`config.mk`:
```
export PLATFORM = sky130hd
export DESIGN_NAME = dot_product_seq_flat
export DESIGN_NICKNAME = d
export VERILOG_FILES = /design/src/rtl/dot_pkg.sv /design/src/rtl/dot_product_seq_if.sv /design/src/rtl/dot_mac.sv /design/src/rtl/dot_product_seq.sv /design/src/flat_wrapper.sv
export SDC_FILE = /design/constraint.sdc
export NUM_CORES = 1
export LEC_CHECK = 0
export CAP_MARGIN = 15
export CORE_ASPECT_RATIO = 0.7
export CORE_MARGIN = 8
export CORE_UTILIZATION = 39
export DETAILED_ROUTE_END_ITERATION = 12
export GPL_TIMING_DRIVEN = 0
export SLEW_MARGIN = 20
export SYNTH_ARGS = -nofsm -noshare
export SYNTH_HDL_FRONTEND = slang
export SYNTH_SLANG_ARGS = --single-unit
```
`constraint.sdc`:
```
create_clock -name clk -period 11.6 [get_ports clk]
set_input_delay 2.32 -clock clk [delete_from_list [all_inputs] [get_ports clk]]
set_output_delay 2.32 -clock clk [all_outputs]
set_load 0.02 [all_outputs]
```
`src/rtl/dot_pkg.sv`:
```
// Shared types and constants for the sequential dot-product engine.
// Saturation limits are used only when DOT_SATURATE_EN is defined.
package dot_pkg;

  typedef enum logic [1:0] {
    S_IDLE,
    S_READ,
    S_DRAIN,
    S_OUTPUT
  } dot_state_t;

  localparam int DOT_DATA_W = 8;
  localparam int DOT_ACC_W  = 16;

  function automatic logic signed [63:0] dot_sat_hi(input int w);
    return (64'sd1 <<< (w - 1)) - 64'sd1;
  endfunction

  function automatic logic signed [63:0] dot_sat_lo(input int w);
    return -(64'sd1 <<< (w - 1));
  endfunction

  function automatic int dot_clog2w(input int n);
    return (n > 1) ? $clog2(n) : 1;
  endfunction

endpackage

```
`src/rtl/dot_product_seq_if.sv`:
```
// Operand-read and result handshake bundle of dot_product_seq.
// master = sequencer side, slave = operand memory / result consumer.
interface dot_product_seq_if
  import dot_pkg::*;
#(
  parameter int NUM_VECTORS   = 3,
  parameter int VECTOR_LENGTH = 4,
  parameter int DATA_W        = DOT_DATA_W,
  parameter int ACC_W         = DOT_ACC_W
) ();

  localparam int VW = dot_clog2w(NUM_VECTORS);
  localparam int IW = dot_clog2w(VECTOR_LENGTH);

  logic                     rd_en;
  logic [VW-1:0]            rd_vec;
  logic [IW-1:0]            rd_idx;
  logic signed [DATA_W-1:0] a_data;
  logic signed [DATA_W-1:0] b_data;
  logic                     res_valid;
  logic                     res_ready;
  logic [VW-1:0]            res_vec;
  logic signed [ACC_W-1:0]  res_data;

  modport master (
    output rd_en, rd_vec, rd_idx,
    input  a_data, b_data,
    output res_valid, res_vec, res_data,
    input  res_ready
  );

  modport slave (
    input  rd_en, rd_vec, rd_idx,
    output a_data, b_data,
    input  res_valid, res_vec, res_data,
    output res_ready
  );

endinterface

```
`src/rtl/dot_mac.sv`:
```
// Signed multiply-accumulate with synchronous clear and enable.
// DOT_SATURATE_EN: sticky clamp to the accumulator range instead of wrap.
module dot_mac
  import dot_pkg::*;
#(
  parameter int DATA_W = DOT_DATA_W,
  parameter int ACC_W  = DOT_ACC_W
) (
  input  logic                     clk,
  input  logic                     rst,
  input  logic                     clr,
  input  logic                     en,
  input  logic signed [DATA_W-1:0] a,
  input  logic signed [DATA_W-1:0] b,
  output logic signed [ACC_W-1:0]  acc_d
);

  logic signed [ACC_W-1:0]    acc;
  logic signed [2*DATA_W-1:0] prod;
  logic signed [ACC_W-1:0]    addend;

  assign prod   = a * b;
  assign addend = ACC_W'(prod);

`ifdef DOT_SATURATE_EN
  localparam logic signed [ACC_W:0] HI = (ACC_W+1)'(dot_sat_hi(ACC_W));
  localparam logic signed [ACC_W:0] LO = (ACC_W+1)'(dot_sat_lo(ACC_W));

  logic                  sat;
  logic                  sat_d;
  logic signed [ACC_W:0] sum;

  assign sum = $signed({acc[ACC_W-1], acc}) + $signed({addend[ACC_W-1], addend});

  always_comb begin
    acc_d = acc;
    sat_d = sat;
    if (clr) begin
      acc_d = '0;
      sat_d = 1'b0;
    end else if (en && !sat) begin
      if (sum > HI) begin
        acc_d = HI[ACC_W-1:0];
        sat_d = 1'b1;
      end else if (sum < LO) begin
        acc_d = LO[ACC_W-1:0];
        sat_d = 1'b1;
      end else begin
        acc_d = sum[ACC_W-1:0];
      end
    end
  end

  always_ff @(posedge clk or posedge rst) begin
    if (rst) sat <= 1'b0;
    else     sat <= sat_d;
  end
`else
  always_comb begin
    acc_d = acc;
    if (clr)     acc_d = '0;
    else if (en) acc_d = acc + addend;
  end
`endif

  always_ff @(posedge clk or posedge rst) begin
    if (rst) acc <= '0;
    else     acc <= acc_d;
  end

endmodule

```
`src/rtl/dot_product_seq.sv`:
```
// Batch sequencer: NUM_VECTORS dot products through one shared MAC.
// Optional DOT_SATURATE_EN selects a saturating accumulator in dot_mac.
module dot_product_seq
  import dot_pkg::*;
#(
  parameter int NUM_VECTORS   = 3,
  parameter int VECTOR_LENGTH = 4,
  parameter int DATA_W        = DOT_DATA_W,
  parameter int ACC_W         = DOT_ACC_W
) (
  input  logic clk,
  input  logic rst,
  input  logic start,
  output logic busy,
  output logic done,
  dot_product_seq_if.master bus
);

  localparam int VW = dot_clog2w(NUM_VECTORS);
  localparam int IW = dot_clog2w(VECTOR_LENGTH);
  localparam logic [VW-1:0] VLAST = VW'(NUM_VECTORS - 1);
  localparam logic [IW-1:0] ILAST = IW'(VECTOR_LENGTH - 1);

  dot_state_t              state;
  logic [VW-1:0]           vcnt;
  logic [IW-1:0]           icnt;
  logic                    rd_en;
  logic                    dvalid;
  logic                    res_valid;
  logic [VW-1:0]           res_vec;
  logic signed [ACC_W-1:0] res_data;
  logic signed [ACC_W-1:0] acc_d;
  logic                    accept;
  logic                    last_vec;
  logic                    mac_clr;

  assign accept   = (state == S_OUTPUT) && bus.res_ready;
  assign last_vec = (vcnt == VLAST);
  assign mac_clr  = ((state == S_IDLE) && start) || (accept && !last_vec);

  dot_mac #(
    .DATA_W (DATA_W),
    .ACC_W  (ACC_W)
  ) u_mac (
    .clk   (clk),
    .rst   (rst),
    .clr   (mac_clr),
    .en    (dvalid),
    .a     (bus.a_data),
    .b     (bus.b_data),
    .acc_d (acc_d)
  );

  assign busy          = (state != S_IDLE);
  assign bus.rd_en     = rd_en;
  assign bus.rd_vec    = vcnt;
  assign bus.rd_idx    = icnt;
  assign bus.res_valid = res_valid;
  assign bus.res_vec   = res_vec;
  assign bus.res_data  = res_data;

  always_ff @(posedge clk or posedge rst) begin
    if (rst) begin
      state     <= S_IDLE;
      vcnt      <= '0;
      icnt      <= '0;
      rd_en     <= 1'b0;
      dvalid    <= 1'b0;
      res_valid <= 1'b0;
      res_vec   <= '0;
      res_data  <= '0;
      done      <= 1'b0;
    end else begin
      done   <= 1'b0;
      dvalid <= rd_en;
      unique case (state)
        S_IDLE: begin
          if (start) begin
            vcnt  <= '0;
            icnt  <= '0;
            rd_en <= 1'b1;
            state <= S_READ;
          end
        end
        S_READ: begin
          if (icnt == ILAST) begin
            rd_en <= 1'b0;
            state <= S_DRAIN;
          end else begin
            icnt <= icnt + 1'b1;
          end
        end
        S_DRAIN: begin
          // acc_d already includes the final product landing this edge
          res_valid <= 1'b1;
          res_vec   <= vcnt;
          res_data  <= acc_d;
          state     <= S_OUTPUT;
        end
        S_OUTPUT: begin
          if (bus.res_ready) begin
            res_valid <= 1'b0;
            if (last_vec) begin
              done  <= 1'b1;
              state <= S_IDLE;
            end else begin
              vcnt  <= vcnt + 1'b1;
              icnt  <= '0;
              rd_en <= 1'b1;
              state <= S_READ;
            end
          end
        end
      endcase
    end
  end

endmodule

```
`src/flat_wrapper.sv`:
```
// flat-port wrapper written by rule: the top's interface ports become plain ports
module dot_product_seq_flat import dot_pkg::*;
#(
  parameter int NUM_VECTORS   = 3,
  parameter int VECTOR_LENGTH = 4,
  parameter int DATA_W        = DOT_DATA_W,
  parameter int ACC_W         = DOT_ACC_W
)
  (clk, rst, start, busy, done, bus_rd_en, bus_rd_vec, bus_rd_idx, bus_a_data, bus_b_data, bus_res_valid, bus_res_vec, bus_res_data, bus_res_ready);
  dot_product_seq_if #(.NUM_VECTORS(NUM_VECTORS), .VECTOR_LENGTH(VECTOR_LENGTH), .DATA_W(DATA_W), .ACC_W(ACC_W)) bus_i ();
  input  logic clk;
  input  logic rst;
  input  logic start;
  output logic busy;
  output logic done;
  output wire logic [$bits(bus_i.rd_en)-1:0] bus_rd_en;
  output wire logic [$bits(bus_i.rd_vec)-1:0] bus_rd_vec;
  output wire logic [$bits(bus_i.rd_idx)-1:0] bus_rd_idx;
  input wire logic [$bits(bus_i.a_data)-1:0] bus_a_data;
  input wire logic [$bits(bus_i.b_data)-1:0] bus_b_data;
  output wire logic [$bits(bus_i.res_valid)-1:0] bus_res_valid;
  output wire logic [$bits(bus_i.res_vec)-1:0] bus_res_vec;
  output wire logic [$bits(bus_i.res_data)-1:0] bus_res_data;
  input wire logic [$bits(bus_i.res_ready)-1:0] bus_res_ready;
  assign bus_rd_en = bus_i.rd_en;
  assign bus_rd_vec = bus_i.rd_vec;
  assign bus_rd_idx = bus_i.rd_idx;
  assign bus_i.a_data = bus_a_data;
  assign bus_i.b_data = bus_b_data;
  assign bus_res_valid = bus_i.res_valid;
  assign bus_res_vec = bus_i.res_vec;
  assign bus_res_data = bus_i.res_data;
  assign bus_i.res_ready = bus_res_ready;
  dot_product_seq #(.NUM_VECTORS(NUM_VECTORS), .VECTOR_LENGTH(VECTOR_LENGTH), .DATA_W(DATA_W), .ACC_W(ACC_W)) u_core (.clk(clk), .rst(rst), .start(start), .busy(busy), .done(done), .bus(bus_i));
endmodule
```
After elaboration in Yosys (flattened, before gate mapping)

Cells that the tools add are included.

Register bits after elaboration: 44
Bits of input ports: 20
Output and inout port bits: 26

Add/subtract/negate cells: 3
$mul: 1
Equal/unequal tests: 10
Mux-type cells: 25
Reductions and logical operators: 15

Operators with widths:

| operator                                                         | count |
|---|---|
| 16-bit two-way mux                                               | 2 |
| 2-bit two-way mux                                                | 9 |
| 16-bit adder                                                     | 1 |
| 8-bit by 8-bit multiplier with 16-bit output                     | 1 |
| 5-bit AND reduction                                              | 2 |
| 1-bit two-way mux                                                | 9 |
| 2-bit == test (second input constant)                            | 4 |
| 2-bit != test (second input constant)                            | 4 |
| 2-bit case mux with 4 select lines                               | 1 |
| 2-bit case mux with 3 select lines                               | 1 |
| 2-bit nonzero test                                               | 3 |
| 2-bit by 1-bit adder with 2-bit output (second input constant)   | 2 |
| 2-bit case mux with 2 select lines                               | 1 |
| 4-bit AND reduction                                              | 1 |
| 1-bit logical AND                                                | 3 |
| 1-bit case mux with 3 select lines                               | 1 |
| 3-bit AND reduction                                              | 1 |
| 3-bit nonzero test                                               | 1 |
| 2-bit by 1-bit == test with 1-bit output (second input constant) | 1 |
| 2-bit zero test                                                  | 1 |
| 2-bit by 1-bit != test with 1-bit output (second input constant) | 1 |
| 1-bit case mux with 2 select lines                               | 1 |
| 2-bit AND reduction                                              | 1 |
| 1-bit zero test                                                  | 1 |
| 1-bit logical OR                                                 | 1 |

Depth between registers and ports, before layout

Depth in word-level cells: 5
Mapped depth: 19
Gate-level depth less buffers: 18

Modules after synthesis

A second synthesis with hierarchy kept.

Cells, all modules: 455
Area total of the unflattened synthesis: 4859.7 um^2

By module, submodules not included:

| module          | instances | cells an instance | area each (um^2) | sequential area each (um^2) |
|---|---|---|---|---|
| dot_mac         | 1         | 356               | 3545.9           | 400.4 |
| dot_product_seq | 1         | 99                | 1313.8           | 700.7 |

Least setup slack after synthesis

OpenSTA, ideal clock, no wires.

Path type: in2reg
From: input bus_b_data[0]
To: register u_core.res_data[11] (netlist: u_core.bus.res_data[11])
Setup time: 0.126 ns
Data arrival time: 6.659 ns
Slack: 4.815 ns
Cell stages on the path: 16
Path buffers: 0
Cell sequence: and2_1 > inv_1 > fa_1 > inv_1 > fa_1 > fa_1 > fa_1 > fa_1 > ha_1 > nand3_1 > nand2_1 > a31oi_4 > o21bai_1 > a21o_1 > mux2i_1 > a221o_1

Longest elaborated chain between the ends: 4

Ends and longest elaborated chain:

| item                                         | RTL line              | RTL |
|---|---|---|
| start, declared                              | flat_wrapper.sv:20    | `input wire logic [$bits(bus_i.b_data)-1:0] bus_b_data;` |
| 8-bit by 8-bit multiplier with 16-bit output | dot_mac.sv:22         | `assign prod = a * b;` |
| 16-bit adder                                 | dot_mac.sv:62         | `else if (en) acc_d = acc + addend;` |
| 16-bit two-way mux                           | dot_mac.sv:62         |  |
| 16-bit two-way mux                           | dot_mac.sv:61         | `if (clr) acc_d = '0;` |
| end signal, assigned                         | dot_product_seq.sv:71 | `res_data <= '0;` |
| end signal, assigned                         | dot_product_seq.sv:97 | `res_data <= acc_d;` |
| end, declared                                | dot_product_seq.sv:31 | `logic signed [ACC_W-1:0] res_data;` |

No other way between the ends.
A chain may end at the register's enable or synchronous reset.

Final worst setup path

From: input bus_b_data[0]
To: register u_core.res_data[14] (netlist: u_core.bus.res_data[14])

The elaborated chain is that of the path after synthesis.

==> key figures <==
Place
  – Routability Congestion: 0.777
  – Post-DP HPWL: 8170 um
  – Port bufs: 44

Worst setup path
  – Reg2Reg Setup Slack: 6.96 ns
  – CP Class: primary input to flip-flop
  – Worst-path cell chain: clkdlybuf4s50_1 -> and2_1 -> inv_1 -> fa_1 -> inv_1 -> fa_1 -> fa_1 -> fa_1 -> fa_1 -> ha_1 -> and3_1 -> o2bb2ai_1 -> nor2_1 -> o211ai_1 -> xor2_1 -> mux2i_1 -> o2bb2ai_1
  – CP max stage delay: 0.64 ns
  – CP arrival: 7.81 ns
  – Crit path launch: bus_b_data[0]
  – Worst r2r dst: u_core.bus.res_data[14]$_DFFE_PP0P_
  – CP endpoint kind: flip-flop
  – Critical R2R Launch: u_core.u_mac.acc[6]$_DFF_PP0_
  – CP dominant cell by count: fa_1
  – R2R depth: 17
  – Worst path bufs/invs: 3
  – Startpoint types: primary input
  – Crit-path max FO: 9
  – Slowest CP cell: clkdlybuf4s50_1
  – CP top delay family: adder cells
  – CP required: 11.76 ns

Logic synthesis
  – Synth Area in Compound Gates: 6.96%
  – Cells after Synth: 449
  – Seq cells post-synth: 44
  – Yosys cell types: 44
  – Top cell type's share of synthesized area: 29.9%
  – Synth area leader: fa_1
  – Post-synthesis mux area share: 6.27%
  – XOR/XNOR Fraction of Synth Area: 3.87%
  – Mapped cell area: 4750 sq um
  – Primary FF master, synth: dfrtp_1
  – Largest cells by area after synthesis: fa_1 30%, dfrtp_1 23%, ha_1 11%
  – Synth warnings: 0
  – Post-synth EDFFs: 0
  – Adder-cell share of the synthesized area: 41.3%
  – Synthesized Nets: 583
  – Sequential area share after synthesis: 23.2%
  – Largest family of logic cells by synthesized area: adder cells
  – Fraction of registers with async set/reset: 100%
  – Simple-gate area share of the yosys netlist: 11.1%
  – Synth Area per Inst: 10.6 sq um

Detailed routing
  – Number of DRC markers in iteration 0: 78
  – DRT Wirelength: 9510 um
  – # DRC: 0
  – WL/cell: 14.4 um
  – Routed vias/inst: 4.89
  – Antenna-violating nets left: 0
  – Vias: 3222
  – DRT Pass-1 Iters: 4

STA
  – RSZ-0062 raised after global routing: false
  – Final period util: 66.0%
  – Final setup fails: 0
  – Worst-Margin Slew: 0.606 ns
  – Final Skew: 0.00547 ns
  – Final Critical Period: 7.65 ns
  – Relative slew slack: 59.6%
  – Setup TNS Final: 0 ns
  – Max Slew Vio Count: 0
  – Endpoints failing hold: 0
  – Fmax: 0.131 GHz

Finish
  – Final nets: 635
  – Share of layout cells above drive strength 1: 6.18%
  – Fillers: 1143
  – Area Growth Syn to Fin: 17.3%
  – Antenna cells: 0

Clock network
  – H-tree depth: 2
  – Clk_lat worst skew: 0.28 ns
  – CTS max path bufs: 2
  – Clock Root Buffer: clkbuf_16
  – Clk sink count: 44
  – Clock transition at path regs: 0.06 ns
  – CTS tree: yes
  – CTS Buf Count: 5
  – Post-CTS Setup Inserts: 0
  – Hold Buf Count CTS: 0
  – Post-CTS Resized: 0

Floorplanning
  – Die ar.: 16000 sq um
  – Io pins: 46
  – Core ar.: 11800 sq um
  – Die Height: 108 um
  – Rows: 33
  – Starting Density: 40.2%
  – Die width: 148 um

Global route
  – Gr usage total: 12.8%
  – Met3 usage: 3.21%
  – Initial antenna violation count: 0
  – Pin count of the biggest net entering global routing: 34
  – Vias in the first global route: 3489
  – Total grt overflow: 0
  – GRT met1 Usage: 17.4%
  – Busiest layer in global routing: met2
  – First-pass GRT wire length: 16800 um
  – GRT met2 Usage: 20.8%

Min path
  – Min-Delay Path Depth: 0
  – HP Class: flip-flop to flip-flop
  – Worst hold endpoint: u_core.dvalid$_DFF_PP0_
  – Hold Crit Start: u_core.bus.rd_en$_DFFE_PP0P_

Run
  – Maxcap violations: 0

Outcome
  – Outcome: completed
[layout by cell type (no fill, tap or decap), types with 5 or more instances in the layout]
cell and instances:
and2_1 32, mux2i_1 14, dfrtp_1 44, mux2_2 14, xnor2_1 17, ha_1 43
clkdlybuf4s50_1 44, a21oi_1 7, inv_1 78, nor2_1 25, nand2_1 34, clkbuf_16 5
fa_1 71, o21ai_0 9
[metrics by stage]
stage               instance area [sq um]  worst slack [ns]  hold WS, ns  utilization (%)  cells
CTS                                  5570              3.91        0.423             47.1    659
finish                               5570              3.95        0.422             47.1    659
detailed placement                   5400              3.63        0.402             45.8    651
floorplan                            4750              4.82        0.507                -    449
global route                         5570              3.63        0.442             47.1    659
global placement                     5380              3.76        0.400             45.6    650
[logic make-up after synthesis]
logic type | count (synthesis)
compound gates | 47
fa+ha+maj | 114
mux | 28
flops | 44
buf+inv | 87
simple gates | 108
xor+xnor | 21
[worst register-to-register path, stage by stage (launching register included)]
cell and delay [ns]:
dfrtp_1 0.35, inv_1 0.07, fa_1 0.49, inv_1 0.05, fa_1 0.50, inv_1 0.05, fa_1 0.47, inv_1 0.05
fa_1 0.43, fa_1 0.44, ha_1 0.41, and3_1 0.22, o2bb2ai_1 0.15, nor2_1 0.20, o211ai_1 0.15, xor2_1 0.16
mux2i_1 0.21, o2bb2ai_1 0.10
[final cells by class]
| cell class | instances | area [sq um] | area share (%) |
|---|---|---|---|
| Sequential cell | 44 | 1100 | 19.8 |
| Tap cell | 157 | 196 | 3.53 |
| Timing Repair Buffer | 45 | 460 | 8.27 |
| Clock inverter | 2 | 35.0 | 0.629 |
| Clock buffer | 6 | 129 | 2.31 |
| Multi-Input combinational cell | 318 | 3300 | 59.3 |
| Inverter | 80 | 300 | 5.39 |
| Buffer | 7 | 46.3 | 0.831 |
[synthesized netlist by cell type, drive strengths merged, types with 5 or more instances]
master,instances
nand2,34
a21o,5
inv,79
dfrtp,44
o21ai,13
mux2,14
mux2i,14
and2,32
a21oi,8
nor2,25
xnor2,17
ha,43
fa,71
[worst max-delay path by stage]
stage / end / slack [ns] / cells after the start
after floorplan: u_core.bus.res_data[11]$_DFFE_PP0P_ / 4.82 / 16
after global placement: u_core.bus.res_data[14]$_DFFE_PP0P_ / 3.76 / 17
after detailed placement: u_core.bus.res_data[14]$_DFFE_PP0P_ / 3.63 / 17
after CTS: u_core.bus.res_data[14]$_DFFE_PP0P_ / 3.91 / 17
after global routing: u_core.bus.res_data[14]$_DFFE_PP0P_ / 3.63 / 17
final: u_core.bus.res_data[14]$_DFFE_PP0P_ / 3.95 / 17
[flip-flops by register name, summed over array words and instances (netlist names)]
name,count
u_core.state,2
u_core.bus.rd_vec,2
u_core.bus.rd_en,1
u_core.bus.res_vec,2
u_core.u_mac.acc,16
u_core.bus.res_valid,1
u_core.bus.rd_idx,2
u_core.bus.res_data,16
u_core.dvalid,1
u_core.done,1
[routing by layer]
metal  share of wire (%)  wire (um)
met1                  49       4660
met2                  47       4440
met3                 3.4        324
met4                0.87         83
met5                   0          0
Power is left out: the tool's default activity adds up to more than one toggle a clock period on the data nets, which glitch-free logic cannot reach.
